## config.mk

```make
export PLATFORM = sky130hd
export DESIGN_NAME = nco_baud_gen
export DESIGN_NICKNAME = d
export VERILOG_FILES = /design/src/rtl/uart_pkg.sv /design/src/rtl/nco_baud_gen.sv
export SDC_FILE = /design/constraint.sdc
export NUM_CORES = 1
export LEC_CHECK = 0
export ABC_AREA = 1
export CORE_MARGIN = 3
export CORE_UTILIZATION = 40
export DETAILED_ROUTE_END_ITERATION = 8
export MAX_ROUTING_LAYER = met4
export PLACE_DENSITY = 0.73
export SLEW_MARGIN = 20
export SYNTH_ARGS = -nofsm -noshare
export SYNTH_HDL_FRONTEND = slang
export SYNTH_SLANG_ARGS = --single-unit
```

## constraint.sdc

```tcl
create_clock -name clk -period 4.72 [get_ports clk]
set_input_delay 0.944 -clock clk [delete_from_list [all_inputs] [get_ports clk]]
set_output_delay 0.944 -clock clk [all_outputs]
set_load 0.02 [all_outputs]
```

## src/rtl/uart_pkg.sv

```systemverilog
// Shared UART timing constants and the increment calculator used to
// program the NCO baud/sample-tick generator.
package uart_pkg;

    localparam longint unsigned CLK_HZ       = 100_000_000;
    localparam int unsigned     DEFAULT_BAUD = 9600;
    localparam int unsigned     DEFAULT_OVS  = 16;

    // Phase increment giving baud*ovs ticks per second: round(2^acc_w * baud * ovs / CLK_HZ).
    function automatic longint unsigned inc_for(
        input longint unsigned baud,
        input longint unsigned ovs,
        input int unsigned     acc_w
    );
        longint unsigned num;
        num = (64'd1 << acc_w) * baud * ovs;
        return (num + CLK_HZ / 2) / CLK_HZ;
    endfunction

endpackage

```

## src/rtl/nco_baud_gen.sv

```systemverilog
// Phase-accumulator baud generator: fractional-rate sample tick, every
// OVS-th sample tick as a bit tick, and a divided clock from the phase MSB.
// The increment is double-buffered and only swapped at a period boundary.
module nco_baud_gen
    import uart_pkg::*;
#(
    parameter int unsigned       ACC_W     = 32,
    parameter int unsigned       OVS       = DEFAULT_OVS,
    parameter logic [ACC_W-1:0]  INC_RESET = ACC_W'(inc_for(DEFAULT_BAUD, DEFAULT_OVS, ACC_W)),
    localparam int unsigned      OVS_W     = $clog2(OVS)
) (
    input  logic             clk,
    input  logic             rst_n,
    input  logic             en,
    input  logic             restart,
    input  logic [ACC_W-1:0] cfg_inc,
    input  logic             cfg_we,
    output logic             cfg_pending,
    output logic [ACC_W-1:0] inc_active,
    output logic             sample_tick,
    output logic             bit_tick,
    output logic [OVS_W-1:0] sample_idx,
    output logic             div_clk
);

    logic [ACC_W-1:0] acc_q, acc_d;
    logic [ACC_W-1:0] inc_active_q, inc_active_d;
    logic [ACC_W-1:0] shadow_q, shadow_d;
    logic             cfg_pending_q, cfg_pending_d;
    logic             sample_tick_q, sample_tick_d;
    logic             div_clk_q, div_clk_d;
    logic [OVS_W-1:0] sample_idx_q, sample_idx_d;

    logic [ACC_W:0]   sum_ext;
    logic             carry;
    logic             idx_last;
    logic             apply;

    // Phase addition one bit wider so the carry-out marks the period wrap.
    always_comb begin
        sum_ext  = {1'b0, acc_q} + {1'b0, inc_active_q};
        carry    = sum_ext[ACC_W];
        idx_last = (sample_idx_q == OVS_W'(OVS - 1));
    end

    // Accumulator, tick strobe and divided clock; restart beats enable.
    always_comb begin
        acc_d         = acc_q;
        sample_tick_d = 1'b0;
        div_clk_d     = div_clk_q;
        if (restart) begin
            acc_d     = '0;
            div_clk_d = 1'b0;
        end else if (en) begin
            acc_d         = sum_ext[ACC_W-1:0];
            sample_tick_d = carry;
            div_clk_d     = sum_ext[ACC_W-1];
        end
    end

    // Oversample position within the bit, advancing on each presented tick.
    always_comb begin
        sample_idx_d = sample_idx_q;
        if (restart) begin
            sample_idx_d = '0;
        end else if (sample_tick_q) begin
            sample_idx_d = idx_last ? '0 : sample_idx_q + 1'b1;
        end
    end

    // Shadow increment is swapped in on the wrap edge (so the next period is
    // whole), while frozen, or on restart; a new write always re-arms pending.
    always_comb begin
        apply         = cfg_pending_q & (restart | ~en | carry);
        shadow_d      = cfg_we ? cfg_inc : shadow_q;
        cfg_pending_d = cfg_we | (cfg_pending_q & ~apply);
        inc_active_d  = apply ? shadow_q : inc_active_q;
    end

    // State registers with asynchronous reset.
    always_ff @(posedge clk or negedge rst_n) begin
        if (!rst_n) begin
            acc_q         <= '0;
            inc_active_q  <= INC_RESET;
            shadow_q      <= '0;
            cfg_pending_q <= 1'b0;
            sample_tick_q <= 1'b0;
            sample_idx_q  <= '0;
            div_clk_q     <= 1'b0;
        end else begin
            acc_q         <= acc_d;
            inc_active_q  <= inc_active_d;
            shadow_q      <= shadow_d;
            cfg_pending_q <= cfg_pending_d;
            sample_tick_q <= sample_tick_d;
            sample_idx_q  <= sample_idx_d;
            div_clk_q     <= div_clk_d;
        end
    end

    assign cfg_pending = cfg_pending_q;
    assign inc_active  = inc_active_q;
    assign sample_tick = sample_tick_q;
    assign bit_tick    = sample_tick_q & idx_last;
    assign sample_idx  = sample_idx_q;
    assign div_clk     = div_clk_q;

endmodule

```

==> metrics.csv, run 1 <==
stage;metric;value;unit
setup_path;r2r-start;inc_active[0];
sta;skew;0.0128;ns
synth;yosysSeqAreaShare;40.5;%
synth;ys_async_sr_fraction;100;%
route;drt-initial-drc-count;360;
sta;fin_crit_sh;61.0;%
setup_path;cp-startpoint;inc_active[0];
finish;fillers;1511;
setup_path;reg2reg_depth;13;
synth;synth_fp_nets;946;
route;drc;0;
global_routing;grt_first_pass_wirelength;26.2;mm
synth;synth_flop_cell;dfrtp_1;
finish;final_net_count;1018;
setup_path;arrival;3.18;ns
sta;finalHoldViolations;0;
global_routing;overflow;0;
run;drv_cap;0;
sta;tightest_slew;0.560;ns
power_and_ir_drop;power_frac_clock;25.7;%
cts;cts_max_path_buffers;2;
synth;syn_area;6330;sq um
global_routing;grt_start_max_net_pins;43;
power_and_ir_drop;switchingPower;1.21;mW
cts;h-tree-depth;3;
synth;synth_top_area_share;35.6;%
floorplan;fp.dieArea;17400;sq um
placed_design;placed_area;7290;sq um
global_routing;antenna_found_initial;0;
global_routing;grt_pass1_vias;5347;
worst_hold_path;hp-class;reg2reg;
finish;finalInstanceArea;7610;sq um
cts;cts_resized;0;
power_and_ir_drop;comb_power_share;37.6;%
cts;post_cts_buffers;0;
route;ant_nets;0;
setup_path;end_kind;flop;
route;drtPass1Iterations;5;
synth;yosysMostFrequentCell;nand2_1;
setup_path;critical_path.max_fanout;34;
placed_design;io_buffers;76;
route;wl;15.6;mm
synth;synth-edff-count;0;
cts;cts-hold-fix-buffers;0;
synth;yosysWarnings;0;
finish;layout-drive-gt1-share;8.40;%
sta;drv_slew;0;
cts;cts_tree;yes;
synth;synth_top_area_cell;dfrtp_1;
sta;maxSlewHeadroom;62.6;%
power_and_ir_drop;p_per_area;418;nW/um^2
setup_path;criticalPathCategory;reg2reg;
setup_path;worstSetupEndpoint;inc_active[0];
synth;syn_inst;875;
power_and_ir_drop;p_sw_share;38.2;%
synth;syn_area_per_cell;7.24;sq um
finish;register_area;2570;sq um
status;status;finished clean;
power_and_ir_drop;irDropWorstVdd;191;uV
route;via_per_inst;4.79;
synth;synth_common_cells;360 x nand2_1, 120 x inv_1, 90 x dfrtp_1, 71 x nand3_1, 51 x nor2_1;
synth;synth_cell_types;34;
setup_path;crit_required;5.02;ns
setup_path;r2r_end;inc_active[0];
floorplan;io_pins;77;
finish;area.growth.synth_to_final;20.2;%
setup_path;worstSetupStartpointType;flop;
power_and_ir_drop;seq_power_share;36.7;%
finish;n_antenna_cell;0;
sta;holdWs;0.486;ns
floorplan;die_h;132;um
finish;multi_input_comb_area;3200;sq um
cts;path_clk_slew;0.08;ns
floorplan;die_x;132;um
floorplan;initial_core_util;41.2;%
cts;cts_sinks;102;
route;wire_per_inst;13.5;um
floorplan;rows;45;
sta;fin_setup_tns;0;ns
global_routing;gr-usage-all-layers;19.0;%
sta;fmax;347;MHz
sta;rsz0062_at_grt;false;
sta;setup_viol;0;
synth;ys_seq_elements;102;
route;vias;5568;
cts;root_buffer;clkbuf_16;
sta;finalCriticalPeriod;2.88;ns
power_and_ir_drop;leakage;4.12;nW
power_and_ir_drop;cellInternalPower;1.97;mW
placed_design;place_congestion;0.954;
synth;synth.area.top_cells;dfrtp_1 36%, nand2_1 21%, inv_1 7.1%;
floorplan;core-area;15400;sq um
cts;clk_latency;0.36;ns
cts;cts_buffers;9;
setup_path;r2r_setup_slack;1.84;ns
placed_design;hpwlAfterDp;12.0;mm
## layout make-up
class	count	share of cell area, %
Multi-Input combinational cell	630	42.0
Sequential cell	102	33.7
Timing Repair Buffer	82	10.5
Inverter	122	6.01
Tap cell	211	3.47
Clock buffer	11	3.06
Clock inverter	5	1.20
## routing by layer
| layer | track usage, % | share of wire (%) | up-vias | routed length, um |
|---|---|---|---|---|
| met5 | - | 0 | - | 0 |
| met4 | 7.06 | 2.1 | 0 | 333 |
| met3 | 2.10 | 4.5 | 22 | 698 |
| met2 | 29.0 | 44 | 134 | 6920 |
| met1 | 26.3 | 49 | 2535 | 7700 |
| li1 | - | - | 2877 | - |
## placed cells by master (no fill, tap or decap), drive strengths merged
cell           count
nand2            364
xor2               1
a32o               2
dfrtp             90
ha                33
mux2              32
inv              124
xnor2              2
o21ai             18
clkdlybuf4s50     75
nor2              52
clkbuf            11
o31ai              2
or2                3
clkinv             1
o21bai             2
nor3               2
buf                7
a22o               2
nand3b             2
and3               3
a21o               1
nand3             74
dfstp             12
fa                 1
a21oi             32
bufinv             2
nand4              2
## flip-flops by register name, indices dropped and copies added (netlist names)
register,cells
shadow_q,32
sample_tick,1
inc_active,32
acc_q,32
sample_idx,4
cfg_pending,1
## worst max-delay path, stage by stage, from the launching register on
cell,delay [ns]
dfrtp_1,0.40
ha_1,0.26
fa_1,0.49
nand3_2,0.10
nand3_2,0.10
nand2_1,0.10
nand2_1,0.10
nand2_1,0.11
nand2_2,0.08
nand2_2,0.10
nand3_4,0.33
nand2_4,0.43
nand2_1,0.12
nand2_1,0.08
## per-stage QoR
step	util (%)	total power [mW]	std cells	setup WS, ns
after floorplan	-	1.96	875	2.56
after global routing	49.5	3.41	1163	1.58
after detailed placement	47.4	2.37	1147	1.67
after global placement	47.4	2.35	1147	1.76
after CTS	49.5	3.20	1163	1.81
final	49.5	3.18	1163	1.84
## power by group through the flow
stage	sequential (mW)	combinational (mW)	clock [mW]
5_1_grt	1.19	1.35	0.866
3_3_place_gp	1.18	1.17	0
2_1_floorplan	1.21	0.754	0
6_report	1.17	1.20	0.817
3_5_place_dp	1.18	1.19	0
4_1_cts	1.17	1.20	0.838
## how the worst min path moves through the flow
stage                              from  depth (start not counted)            end  slack (ns)
after floorplan               acc_q[16]                          2      acc_q[16]        0.45
after global placement        acc_q[10]                          2      acc_q[10]        0.47
after detailed placement      acc_q[12]                          2      acc_q[12]        0.47
after CTS                 inc_active[2]                          2  inc_active[2]        0.49
after global routing      inc_active[2]                          2  inc_active[2]        0.50
final                         acc_q[29]                          2      acc_q[29]        0.49
## cell families after synthesis
family          Yosys count  share of synthesized area [%]
xor+xnor                  3                          0.415
compound gates           59                           5.19
mux                      32                           5.69
fa+ha+maj                34                           6.83
flops                   102                           40.5
buf+inv                 143                           9.03
simple gates            502                           32.3
(Power assumes the default switching activity.)
==> run 2: changes to the inputs <==
==> constraint.sdc (replaced) <==
create_clock -name clk -period 2.9 [get_ports clk]
set_input_delay 0.58 -clock clk [delete_from_list [all_inputs] [get_ports clk]]
set_output_delay 0.58 -clock clk [all_outputs]
set_load 0.02 [all_outputs]
==> run 2 against run 1 <==
- fmax is 15% higher
- clock skew fell by 0.0041 ns
- critical path type unchanged
- final area increased by 0.41%
- sequential power rose by 62%
- total power grew 64%
- final cell count up 0.17%
- die area unchanged
- worst hold slack worse by 0.24 ns
- setup slack lost 1.4 ns
- combinational power rose by 63%
==> metrics.csv, run 2 (synthesis results as in run 1) <==
stage;metric;value;unit;change
cts;clk_latency;0.35;ns;was 0.36 ns
setup_path;critical_path.max_fanout;32;;was 34
setup_path;crit_family;simple AND/OR/NAND/NOR gates;;unchanged
route;drt-initial-drc-count;332;;was 360
setup_path;criticalPathCategory;reg2reg;;unchanged
cts;path_clk_slew;0.07;ns;was 0.08 ns
sta;fin_setup_tns;0;ns;unchanged
cts;post_cts_buffers;0;;unchanged
finish;final_net_count;1020;;was 1018
finish;finish.utilization;49.7;%;was 49.5%
sta;finalCriticalPeriod;2.50;ns;was 2.88 ns
cts;cts_resized;0;;unchanged
route;wire_per_inst;13.4;um;was 13.5 um
placed_design;io_buffers;76;;unchanged
setup_path;crit_required;3.19;ns;was 5.02 ns
global_routing;grt_pass1_vias;5223;;was 5347
route;drc;0;;unchanged
finish;register_area;2570;sq um;unchanged
sta;fin_crit_sh;86.2;%;was 61.0%
status;status;finished clean;;unchanged
finish;area.growth.synth_to_final;20.7;%;was 20.2%
global_routing;grt_start_max_net_pins;55;;was 43
floorplan;initial_core_util;41.2;%;unchanged
cts;cts_max_path_buffers;2;;unchanged
cts;cts_tree;yes;;unchanged
finish;layout-drive-gt1-share;8.81;%;was 8.40%
sta;drv_slew;0;;unchanged
setup_path;crit_cells;13;;unchanged
global_routing;antenna_found_initial;0;;unchanged
sta;maxSlewHeadroom;54.0;%;was 62.6%
setup_path;end_kind;flop;;unchanged
power_and_ir_drop;leakage;4.13;nW;was 4.12 nW
power_and_ir_drop;irDropWorstVdd;366;uV;was 191 uV
floorplan;die_x;132;um;unchanged
power_and_ir_drop;p_per_area;683;nW/um^2;was 418 nW/um^2
sta;skew;0.00866;ns;was 0.0128 ns
setup_path;crit_top_cell;nand2_1;;unchanged
global_routing;overflow;0;;unchanged
cts;cts-hold-fix-buffers;0;;unchanged
sta;fmax;400;MHz;was 347 MHz
sta;holdWs;0.248;ns;was 0.486 ns
cts;root_buffer;clkbuf_16;;unchanged
route;vias;5563;;was 5568
floorplan;io_pins;77;;unchanged
finish;layout_common_cells;360 x nand2_1, 120 x inv_1, 90 x dfrtp_1;;unchanged
placed_design;hpwlAfterDp;12.1;mm;was 12.0 mm
setup_path;critPathSlowestCell;fa_1;;unchanged
floorplan;die_h;132;um;unchanged
sta;rsz0062_at_grt;false;;unchanged
floorplan;fp.dieArea;17400;sq um;unchanged
floorplan;core-area;15400;sq um;unchanged
setup_path;arrival;2.79;ns;was 3.18 ns
worst_hold_path;hp-class;in2async;;was reg2reg
setup_path;worstSetupStartpointType;flop;;unchanged
route;via_per_inst;4.78;;was 4.79
setup_path;critPathMaxStageDelay;0.49;ns;about the same
finish;n_antenna_cell;0;;unchanged
setup_path;crit_buf_inv;0;;unchanged
setup_path;crit_chain;ha_1 > fa_1 > nand3_2 > nand3_2 > nand2_1 > nand2_1 > nand2_1 > nand2_2 > nand2_2 > nand3_4 > nand2_4 > nand2_1 > nand2_1;;unchanged
route;drtPass1Iterations;5;;unchanged
sta;setup_viol;0;;unchanged
setup_path;reg2reg_depth;13;;unchanged
power_and_ir_drop;total_power;5.22;mW;was 3.18 mW
global_routing;gr-usage-all-layers;19.0;%;about the same
route;wl;15.6;mm;about the same
finish;multi_input_comb_area;3200;sq um;unchanged
placed_design;dp_worst_setup_slack;0.443;ns;was 1.67 ns
global_routing;grt_first_pass_wirelength;26.0;mm;was 26.2 mm
floorplan;rows;45;;unchanged
cts;cts_buffers;9;;unchanged
finish;fillers;1529;;was 1511
run;drv_cap;0;;unchanged
finish;final_common_cell;nand2_1;;unchanged
sta;setup_ws;0.400;ns;was 1.84 ns
placed_design;place_congestion;0.992;;was 0.954
sta;tightest_slew;0.690;ns;was 0.560 ns
cts;h-tree-depth;3;;unchanged
cts;cts_sinks;102;;unchanged
sta;finalHoldViolations;0;;unchanged
route;ant_nets;0;;unchanged
## run 2: changes by cell type in the layout (fill, tap and decap cells not counted), sizes merged
cell,before,now
clkinv,1,0
clkinvlp,0,1
buf,7,9
## run 2: path summary, 6_finish.rpt
path	start	to	slack [ns]
max	inc_active[0]	inc_active[6]	0.40
min	rst_n	inc_active[24]	0.25
max reg2reg	inc_active[0]	inc_active[6]	0.40
min reg2reg	inc_active[2]	inc_active[2]	0.48
max in group asynchronous	rst_n	inc_active[21]	1.86
min in group clk	inc_active[2]	inc_active[2]	0.48
## run 2: layer usage
| metal | track usage (%) | vias to the layer above | wire (um) |
|---|---|---|---|
| li1 | - | 2882 | - |
| met1 | 26.9 | 2527 | 7590 |
| met2 | 28.2 | 132 | 6810 |
| met3 | 2.44 | 22 | 856 |
| met4 | 6.36 | 0 | 374 |
| met5 | - | - | 0 |
## run 2: worst register-to-register path, cell delays in order (launching register included)
cell and delay, ns:
dfrtp_1 0.41, ha_1 0.28, fa_1 0.49, nand3_2 0.10, nand3_2 0.11, nand2_1 0.08
nand2_1 0.09, nand2_1 0.09, nand2_2 0.08, nand2_2 0.10, nand3_4 0.08, nand2_4 0.32
nand2_1 0.13, nand2_1 0.08
## run 2: layout make-up
cell class / instances / area share [%]
Tap cell: 211 / 3.45
Sequential cell: 102 / 33.6
Timing Repair Buffer: 84 / 10.7
Inverter: 122 / 5.99
Multi-Input combinational cell: 630 / 41.8
Clock buffer: 11 / 3.31
Clock inverter: 5 / 1.15
## run 2: through the flow
stage          cell area (sq um)  instances
2_1_floorplan               6330        875
3_3_place_gp                7310       1149
3_5_place_dp                7310       1149
4_1_cts                     7650       1165
5_1_grt                     7650       1165
6_report                    7650       1165
## run 2: power breakdown
part	leakage, nW	total, mW	internal, mW	switching (mW)
Clock	0.164	1.37	0.813	0.555
Combinational	2.72	1.95	0.750	1.20
Sequential	1.25	1.90	1.69	0.217
Total	4.13	5.22	3.25	1.97
==> run 3: changes to the inputs <==
--- a/config.mk
+++ b/config.mk
@@ -7,10 +7,10 @@
 export LEC_CHECK = 0
 export ABC_AREA = 1
 export CORE_MARGIN = 3
-export CORE_UTILIZATION = 40
+export CORE_UTILIZATION = 45
 export DETAILED_ROUTE_END_ITERATION = 8
 export MAX_ROUTING_LAYER = met4
-export PLACE_DENSITY = 0.73
+export PLACE_DENSITY = 0.79
 export SLEW_MARGIN = 20
 export SYNTH_ARGS = -nofsm -noshare
 export SYNTH_HDL_FRONTEND = slang
==> constraint.sdc (replaced) <==
create_clock -name clk -period 3.15 [get_ports clk]
set_input_delay 0.63 -clock clk [delete_from_list [all_inputs] [get_ports clk]]
set_output_delay 0.63 -clock clk [all_outputs]
set_load 0.1 [all_outputs]
==> run 3 against run 2 <==
- first-iteration DRC count increased by 1.8%
- clock-buffer cell count unchanged
- non-clock buffer count decreased by 2
- die area decreased by 11%
- sequential power decreased by 8%
- total power about the same
- clock power decreased by 17%
- register-to-register slack improved by 0.34 ns
- final area decreased by 2.4%
- sequential cell count unchanged
- sequential share of layout area increased by 0.84 points
- combinational power increased by 19%
- largest power group unchanged
==> metrics.csv, run 3 (synthesis results as in run 1) <==
stage;metric;value;unit;change
finish;final_common_cell;nand2_1;;unchanged
sta;finalCriticalPeriod;2.41;ns;was 2.50 ns
setup_path;end_kind;flop;;unchanged
route;via_per_inst;4.94;;was 4.78
global_routing;grt_first_pass_wirelength;26.0;mm;about the same
power_and_ir_drop;p_per_area;699;nW/um^2;was 683 nW/um^2
setup_path;crit_family;simple AND/OR/NAND/NOR gates;;unchanged
cts;cts_max_path_buffers;2;;unchanged
power_and_ir_drop;leakage;4.16;nW;was 4.13 nW
setup_path;arrival;2.65;ns;was 2.79 ns
setup_path;r2r_setup_slack;0.74;ns;was 0.40 ns
global_routing;grt_pass1_vias;5361;;was 5223
finish;layout_common_cells;360 x nand2_1, 120 x inv_1, 90 x dfrtp_1;;unchanged
sta;rsz0062_at_grt;false;;unchanged
cts;clk_latency;0.36;ns;was 0.35 ns
setup_path;critical_path.max_fanout;33;;was 32
placed_design;io_buffers;76;;unchanged
route;drtPass1Iterations;4;;was 5
placed_design;hpwlAfterDp;11.8;mm;was 12.1 mm
cts;cts_tree;yes;;unchanged
power_and_ir_drop;irDropWorstVdd;427;uV;was 366 uV
global_routing;overflow;0;;unchanged
setup_path;crit_cells;13;;unchanged
setup_path;critPathSlowestCell;fa_1;;unchanged
floorplan;die_h;125;um;was 132 um
global_routing;grt_start_max_net_pins;63;;was 55
finish;multi_input_comb_area;3200;sq um;about the same
sta;fmax;415;MHz;was 400 MHz
floorplan;rows;42;;was 45
finish;finalInstanceArea;7460;sq um;was 7650 sq um
placed_design;placed_area;7160;sq um;was 7310 sq um
setup_path;crit_chain;ha_1 > fa_1 > nand3_2 > nand3_2 > nand2_1 > nand2_1 > nand2_1 > nand2_2 > nand2_2 > nand3_4 > buf_4 > nand3_1 > nand2_1;;was ha_1 > fa_1 > nand3_2 > nand3_2 > nand2_1 > nand2_1 > nand2_1 > nand2_2 > nand2_2 > nand3_4 > nand2_4 > nand2_1 > nand2_1
cts;cts_resized;0;;unchanged
cts;post_cts_buffers;0;;unchanged
route;drc;0;;unchanged
route;ant_nets;0;;unchanged
route;wl;15.3;mm;was 15.6 mm
floorplan;fp.dieArea;15500;sq um;was 17400 sq um
sta;setup_viol;0;;unchanged
sta;fin_setup_tns;0;ns;unchanged
global_routing;antenna_found_initial;0;;unchanged
setup_path;r2r-start;inc_active[0];;unchanged
cts;cts_buffers;9;;unchanged
floorplan;initial_core_util;46.9;%;was 41.2%
finish;n_antenna_cell;0;;unchanged
setup_path;crit_buf_inv;1;;was 0
run;drv_cap;0;;unchanged
cts;cts-hold-fix-buffers;0;;unchanged
finish;fillers;1263;;was 1529
setup_path;r2r_end;inc_active[0];;was inc_active[6]
floorplan;die_x;125;um;was 132 um
placed_design;place_congestion;0.962;;was 0.992
status;status;finished clean;;unchanged
setup_path;crit_required;3.39;ns;was 3.19 ns
sta;tightest_slew;0.790;ns;was 0.690 ns
sta;finalHoldViolations;0;;unchanged
setup_path;criticalPathCategory;reg2reg;;unchanged
route;drt-initial-drc-count;338;;was 332
sta;maxSlewHeadroom;47.3;%;was 54.0%
finish;register_area;2570;sq um;unchanged
cts;root_buffer;clkbuf_16;;unchanged
setup_path;crit_top_cell;nand2_1;;unchanged
finish;area.growth.synth_to_final;17.8;%;was 20.7%
cts;cts_sinks;102;;unchanged
setup_path;worstSetupStartpointType;flop;;unchanged
floorplan;io_pins;77;;unchanged
setup_path;critPathMaxStageDelay;0.47;ns;was 0.49 ns
cts;h-tree-depth;3;;unchanged
setup_path;worstSetupEndpoint;inc_active[0];;was inc_active[6]
floorplan;core-area;13500;sq um;was 15400 sq um
route;vias;5569;;was 5563
global_routing;gr-usage-all-layers;21.1;%;was 19.0%
sta;fin_crit_sh;76.4;%;was 86.2%
setup_path;cp-startpoint;inc_active[0];;unchanged
worst_hold_path;hp-class;in2async;;unchanged
finish;final_net_count;1018;;was 1020
sta;drv_slew;0;;unchanged
cts;path_clk_slew;0.07;ns;about the same
route;wire_per_inst;13.6;um;was 13.4 um
sta;skew;0.0104;ns;was 0.00866 ns
setup_path;reg2reg_depth;13;;unchanged
finish;layout-drive-gt1-share;12.7;%;was 8.81%
## run 3: area by class of cell
class | count | area share [%]
clock buffer | 11 | 3.25
timing repair buffer | 82 | 9.59
sequential | 102 | 34.4
clock inverter | 4 | 0.738
tap | 176 | 2.95
inverter | 122 | 6.14
multi-input combinational | 630 | 42.9
## run 3: metrics by stage
step | std cells | utilization [%] | setup slack [ns] | total power [mW] | hold WS, ns
2_1_floorplan | 875 | - | 0.319 | 3.52 | 0.334
3_3_place_gp | 1112 | 53.0 | 0.827 | 4.06 | 0.466
3_5_place_dp | 1112 | 53.0 | 0.755 | 4.09 | 0.470
4_1_cts | 1127 | 55.2 | 0.742 | 5.24 | 0.387
5_1_grt | 1127 | 55.2 | 0.568 | 5.55 | 0.421
6_report | 1127 | 55.2 | 0.742 | 5.22 | 0.353
## run 3: layer usage
layer	part of all wire [%]	vias to the layer above	GRT usage, %
li1	-	2875	-
met1	48	2547	29.1
met2	46	126	32.6
met3	4.7	21	2.32
met4	1.6	0	6.83
met5	0	-	-
## run 3: where the power goes
part	switching, mW	internal, mW
clock	0.497	0.638
sequential	0.200	1.55
combinational	1.68	0.654
## run 3: worst register-to-register path: cells and delay by family, from the launching register on
family	cells	cell delay, ns
AND/OR/NAND/NOR	10	0.91
buffers and inverters	1	0.26
adder cells (fa/ha/maj)	2	0.74
flip-flops	1	0.40
## run 3: worst min-delay path by stage
stage,depth (start not counted),to,slack [ns]
after floorplan,0,acc_q[0],0.33
after detailed placement,2,acc_q[7],0.47
final,1,shadow_q[0],0.35
after global placement,2,acc_q[14],0.47
after global routing,1,shadow_q[0],0.42
after CTS,1,shadow_q[1],0.39
